===== src/rtl/sample_player.sv =====
// Sample player: plays a pattern from a 2^ADDR_W x DATA_W buffer, in loop or
// one-shot mode, through a valid/ready output stage with backpressure.
module sample_player #(
  parameter int unsigned DATA_W = 8,
  parameter int unsigned ADDR_W = 5,
  parameter int unsigned CNT_W  = 8
) (
  input  logic              clk,
  input  logic              reset,
  input  logic              wr_en,
  input  logic [ADDR_W-1:0] wr_addr,
  input  logic [DATA_W-1:0] wr_data,
  input  logic              start,
  input  logic              stop,
  input  logic              mode,
  input  logic [ADDR_W-1:0] last_addr,
  output logic [DATA_W-1:0] out_data,
  output logic              out_valid,
  input  logic              out_ready,
  output logic              busy,
  output logic              done,
  output logic [CNT_W-1:0]  loop_cnt
);

  localparam int unsigned DEPTH = 1 << ADDR_W;

  typedef enum logic [1:0] {
    IDLE  = 2'd0,
    RUN   = 2'd1,
    FLUSH = 2'd2
  } state_t;

  state_t              state_q;
  logic [ADDR_W-1:0]   rd_addr_q;
  logic [ADDR_W-1:0]   last_q;
  logic                mode_q;
  logic [DATA_W-1:0]   out_data_q;
  logic                out_valid_q;
  logic                done_q;
  logic [CNT_W-1:0]    loop_cnt_q;
  logic [DATA_W-1:0]   mem_q [DEPTH];
  logic                load;

  // A new sample is fetched whenever the output register is empty or draining
  always_comb begin
    load = (state_q == RUN) && (!out_valid_q || out_ready);
  end

  // Pattern buffer: written in any state, never reset so contents survive reset
  always_ff @(posedge clk) begin
    if (wr_en) begin
      mem_q[wr_addr] <= wr_data;
    end
  end

  // Playback FSM with registered outputs; a same-edge write is not seen by the read
  always_ff @(posedge clk or negedge reset) begin
    if (!reset) begin
      state_q     <= IDLE;
      rd_addr_q   <= '0;
      last_q      <= '0;
      mode_q      <= 1'b0;
      out_data_q  <= '0;
      out_valid_q <= 1'b0;
      done_q      <= 1'b0;
      loop_cnt_q  <= '0;
    end else begin
      done_q <= 1'b0;
      unique case (state_q)
        IDLE: begin
          if (start && !stop) begin
            state_q     <= RUN;
            rd_addr_q   <= '0;
            mode_q      <= mode;
            last_q      <= last_addr;
            loop_cnt_q  <= '0;
            out_valid_q <= 1'b0;
          end
        end
        RUN: begin
          if (stop) begin
            state_q     <= IDLE;
            out_valid_q <= 1'b0;
          end else if (load) begin
            out_data_q  <= mem_q[rd_addr_q];
            out_valid_q <= 1'b1;
            if (rd_addr_q == last_q) begin
              if (mode_q) begin
                state_q <= FLUSH;
              end else begin
                rd_addr_q <= '0;
                if (loop_cnt_q != '1) begin
                  loop_cnt_q <= loop_cnt_q + 1'b1;
                end
              end
            end else begin
              rd_addr_q <= rd_addr_q + 1'b1;
            end
          end
        end
        FLUSH: begin
          if (stop) begin
            state_q     <= IDLE;
            out_valid_q <= 1'b0;
          end else if (out_valid_q && out_ready) begin
            state_q     <= IDLE;
            out_valid_q <= 1'b0;
            done_q      <= 1'b1;
          end
        end
        default: begin
          state_q     <= IDLE;
          out_valid_q <= 1'b0;
        end
      endcase
    end
  end

  assign busy      = (state_q != IDLE);
  assign out_data  = out_data_q;
  assign out_valid = out_valid_q;
  assign done      = done_q;
  assign loop_cnt  = loop_cnt_q;

endmodule

===== config.mk =====
export PLATFORM = sky130hd
export DESIGN_NAME = sample_player
export DESIGN_NICKNAME = d
export VERILOG_FILES = /design/src/rtl/sample_player.sv
export SDC_FILE = /design/constraint.sdc
export NUM_CORES = 1
export LEC_CHECK = 0
export ABC_CLOCK_PERIOD_IN_PS = 5100
export BUFFER_PORTS_ARGS = -buffer_cell sky130_fd_sc_hd__buf_2
export CAP_MARGIN = 10
export CORE_MARGIN = 3
export CORE_UTILIZATION = 66
export DETAILED_ROUTE_END_ITERATION = 10
export PLACE_DENSITY = 0.84
export SLEW_MARGIN = 15
export SYNTH_ARGS = -nofsm -noshare
export SYNTH_HDL_FRONTEND = slang
export SYNTH_SLANG_ARGS = --single-unit
export TNS_END_PERCENT = 100

===== constraint.sdc =====
create_clock -name clk -period 5.1 [get_ports clk]
set_clock_uncertainty 0.05 [all_clocks]
set_input_delay 0.51 -clock clk [delete_from_list [all_inputs] [get_ports clk]]
set_output_delay 0.51 -clock clk [all_outputs]
set_load 0.1 [all_outputs]

==> flow_metrics.py <==
metrics = {
    "worst_setup_path": {
        "cpPeakStageDelay_ns": 1.16,
        "worstPathMaxFanout": 70,
        "reg2reg_slack_ns": 1.85,
        "ff2ff_path_depth": 5,
        "cp_num_buf_inv": 1,
        "cp_num_cells": 5,
        "crit_path_end_kind": "register",
        "cp-start-kind": "register",
        "cp_slowest_cell": "dfrtp_4",
        "critPathKind": "register to register",
        "required_ns": 5.41,
        "r2r_start": "rd_addr_q[1]",
        "cpLargestDelayFamily": "flip-flops",
        "crit_chain": "buf_4, mux2i_1, o22ai_1, a2111oi_0, a211oi_1",
        "r2r-end": "out_data[3]",
        "crit_arrival_ns": 3.56,
    },
    "placement": {
        "portBuffers": 43,
        "gp_congestion": 0.8638,
        "place_inst": 891,
        "place_hpwl_mm": 15.07,
    },
    "sta": {
        "rsz0062_at_grt": "false",
        "fin_crit_sh": 0.6374,
        "tightest_slew_ns": 1.103,
        "fmax_mhz": 307.6,
        "max_slew_margin": 0.2649,
        "setup_violations": 0,
        "tns_ns": 0,
        "hold_viol_final": 0,
        "maxSlewViolCount": 0,
        "post-route-min-period_ns": 3.251,
    },
    "worst_hold_path": {
        "whs_endpoint": "last_q[4]",
        "min_path_cells": 2,
        "hp-class": "primary input to register",
        "worstHoldStart": "last_addr[4]",
    },
    "power_and_ir_drop": {
        "p_total_w": 0.005792,
        "ir_worst_vdd_v": 0.0003850,
        "power.density_mw_per_mm2": 453.3,
        "power.leakage_nw": 4.139,
    },
    "final_layout": {
        "insertedDiodeCount": 0,
        "drive_above_1_share": 0.2003,
        "layout.nets": 729,
        "fin_util": 0.7598,
        "stdcell_count": 944,
        "syn2layout_area_growth_pct": 10.82,
    },
    "floorplanning": {
        "fp.dieW_um": 138.2,
        "start_util": 0.6856,
        "pin_count": 44,
        "core_area_mm2": 0.01682,
        "die_y_um": 138.2,
        "rows": 47,
        "dieArea_mm2": 0.01909,
    },
    "logic_synthesis": {
        "synth.cell_area_mm2": 0.01153,
        "seq_area_frac_synth": 0.7339,
        "syn_avg_cell_area_um2": 17.60,
        "yosysUniqueCellTypes": 51,
        "ys_warn_count": 0,
        "ys_seq_elements": 287,
        "syn-instance-count": 655,
        "ys.flop_type": "edfxtp_1",
        "ys_async_sr_fraction": 0.1080,
        "syn_nets": 682,
        "synth_edf_count": 256,
    },
    "global_routing": {
        "antenna_found_initial": 0,
        "first_global_vias": 6574,
        "grt_pass1_wl_mm": 38.56,
        "grt.overflow.total": 0,
        "grt_usage": 0.2614,
        "grt_max_degree": 71,
    },
    "run_status": {
        "status": "finished clean",
    },
    "route": {
        "wirelength_mm": 25.03,
        "drtIter0Drc": 911,
        "ant_nets": 0,
        "drc": 0,
        "route.vias.total": 6416,
        "dr.pass1.iters": 5,
        "vias_per_cell": 6.797,
        "wire_per_inst_um": 26.51,
    },
    "clock_tree": {
        "cts_tree": "yes",
        "path_clk_slew_ns": 0.06,
        "clock_sinks": 287,
        "cts_made_buffers": 28,
        "cts.path.max_buffers": 3,
        "htree_levels": 1,
        "ctsRootBufferMaster": "clkbuf_16",
        "clk_latency_ns": 0.53,
    },
    "job": {
        "cap_violations": 0,
    },
}
[cell type report]
| cell class | instances | area [um^2] |
|---|---|---|
| fill | 931 | 4040 |
| clock buffer | 31 | 733.2 |
| sequential | 287 | 8471 |
| clock inverter | 21 | 150.1 |
| timing repair buffer | 47 | 247.7 |
| multi-input combinational | 337 | 2898 |
| inverter | 1 | 3.754 |
| tap | 220 | 275.3 |
[worst register-to-register path: cells and delay by family (launching register included)]
family	cells	cell delay, ns
buf+inv	1	0.49
flops	1	1.16
mux	1	0.24
compound gates	3	1.15
[how the worst max path moves through the flow]
stage	slack, ns	endpoint	start
final	1.85	out_data[3]	rd_addr_q[1]
after global routing	1.78	out_data[3]	rd_addr_q[1]
after CTS	2.01	out_data[3]	rd_addr_q[1]
after detailed placement	2.03	out_data[4]	rd_addr_q[1]
after global placement	2.16	out_data[3]	rd_addr_q[1]
after floorplan	2.68	loop_cnt[6]	out_valid
[logic make-up (layout without fill, tap and decap cells)]
group,after synthesis,count (layout),share of synthesized area
multiplexers,112,112,0.1337
flip-flops,287,287,0.7339
AND/OR/NAND/NOR,134,134,0.05740
adder cells (fa/ha/maj),2,2,0.002170
buffers and inverters,31,100,0.01476
XOR/XNOR,5,5,0.004449
AO/OA/AOI/OAI,84,84,0.05360
[power breakdown]
| part | internal [W] | total [W] | leakage, nW | switching, W |
|---|---|---|---|---|
| clock network | 0.00113 | 0.00196 | 0.438 | 0.000832 |
| logic | 0.000352 | 0.000993 | 1.01 | 0.000640 |
| registers | 0.00264 | 0.00284 | 2.69 | 0.000192 |
| total | 0.00413 | 0.00579 | 4.14 | 0.00166 |
[Yosys cell counts (4+ instances only)]
cell       number  area, um^2
buf_2           7       35.03
buf_4           6       45.04
dfrtp_1        31       775.7
a211o_1         8       70.07
nor2_1         60       225.2
buf_1           5       18.77
nand3_1         8       40.04
a211oi_1        9       67.56
mux2_2         16       180.2
nand2b_1        5       31.28
a21oi_1         6       30.03
edfxtp_1      256        7687
o22ai_1        32       200.2
nor3_1         12       60.06
nand3b_1        6       45.04
clkbuf_1        9       33.78
mux2i_1        64       640.6
nand2_1        17       63.81
o21ai_0         7       35.03
mux4_2         32       720.7
nor2b_1         4       25.02
xnor2_1         4       35.03
or3_1           5       31.28
a2111oi_0       8       70.07
[metal layers]
metal	share of wire	vias up	track usage	wire [um]
met5	0	-	0	0
met1	0.38	3273	0.3678	9508
met3	0.087	71	0.04627	2171
met2	0.50	350	0.4281	12460
met4	0.035	0	0.08216	884
li1	-	2722	-	-
[sequential cells by signal (all words and copies together) (netlist names)]
register,flops
last_q,5
mode_q,1
state_q,2
out_valid,1
out_data,8
done,1
mem_q,256
rd_addr_q,5
loop_cnt,8
[stage by stage]
stage	instance area, um^2	setup slack, ns	hold WS (ns)
after floorplan	11530	2.685	0.1644
after global placement	11890	2.165	0.4627
after detailed placement	11890	2.032	0.4787
after CTS	12780	2.006	0.1560
after global routing	12780	1.782	0.1632
final	12780	1.849	0.1644
[what timing repair did]
| action | in CTS | in global routing |
|---|---|---|
| endpoints found under the hold margin | 2 | 0 |
| buffers inserted | 0 | 0 |
| hold buffers | 1 | 0 |
| resized for setup | 0 | 0 |
[cells in the final DEF, fill, tap and decap left out, types with 3 or more instances in the layout]
cell | synthesis | layout
edfxtp_1 | 256 | 256
nand2b_1 | 5 | 5
buf_2 | 7 | 43
or3_1 | 5 | 5
clkinv_1 | 0 | 9
clkinv_2 | 0 | 8
nor2_1 | 60 | 60
dfrtp_1 | 31 | 29
clkbuf_16 | 0 | 29
o21ai_0 | 7 | 7
nand3b_1 | 6 | 6
xnor2_1 | 4 | 4
o22ai_1 | 32 | 32
a2111oi_0 | 8 | 8
a22o_1 | 3 | 3
nor2b_1 | 4 | 4
a211o_1 | 8 | 8
mux2_2 | 16 | 16
a211oi_1 | 9 | 9
mux4_2 | 32 | 32
nand3_1 | 8 | 8
a21oi_1 | 6 | 6
nand2_1 | 17 | 17
mux2i_1 | 64 | 64
or4_1 | 3 | 3
nor3_1 | 12 | 12
buf_4 | 6 | 3
Note: power is estimated with default switching activity, not from simulation.
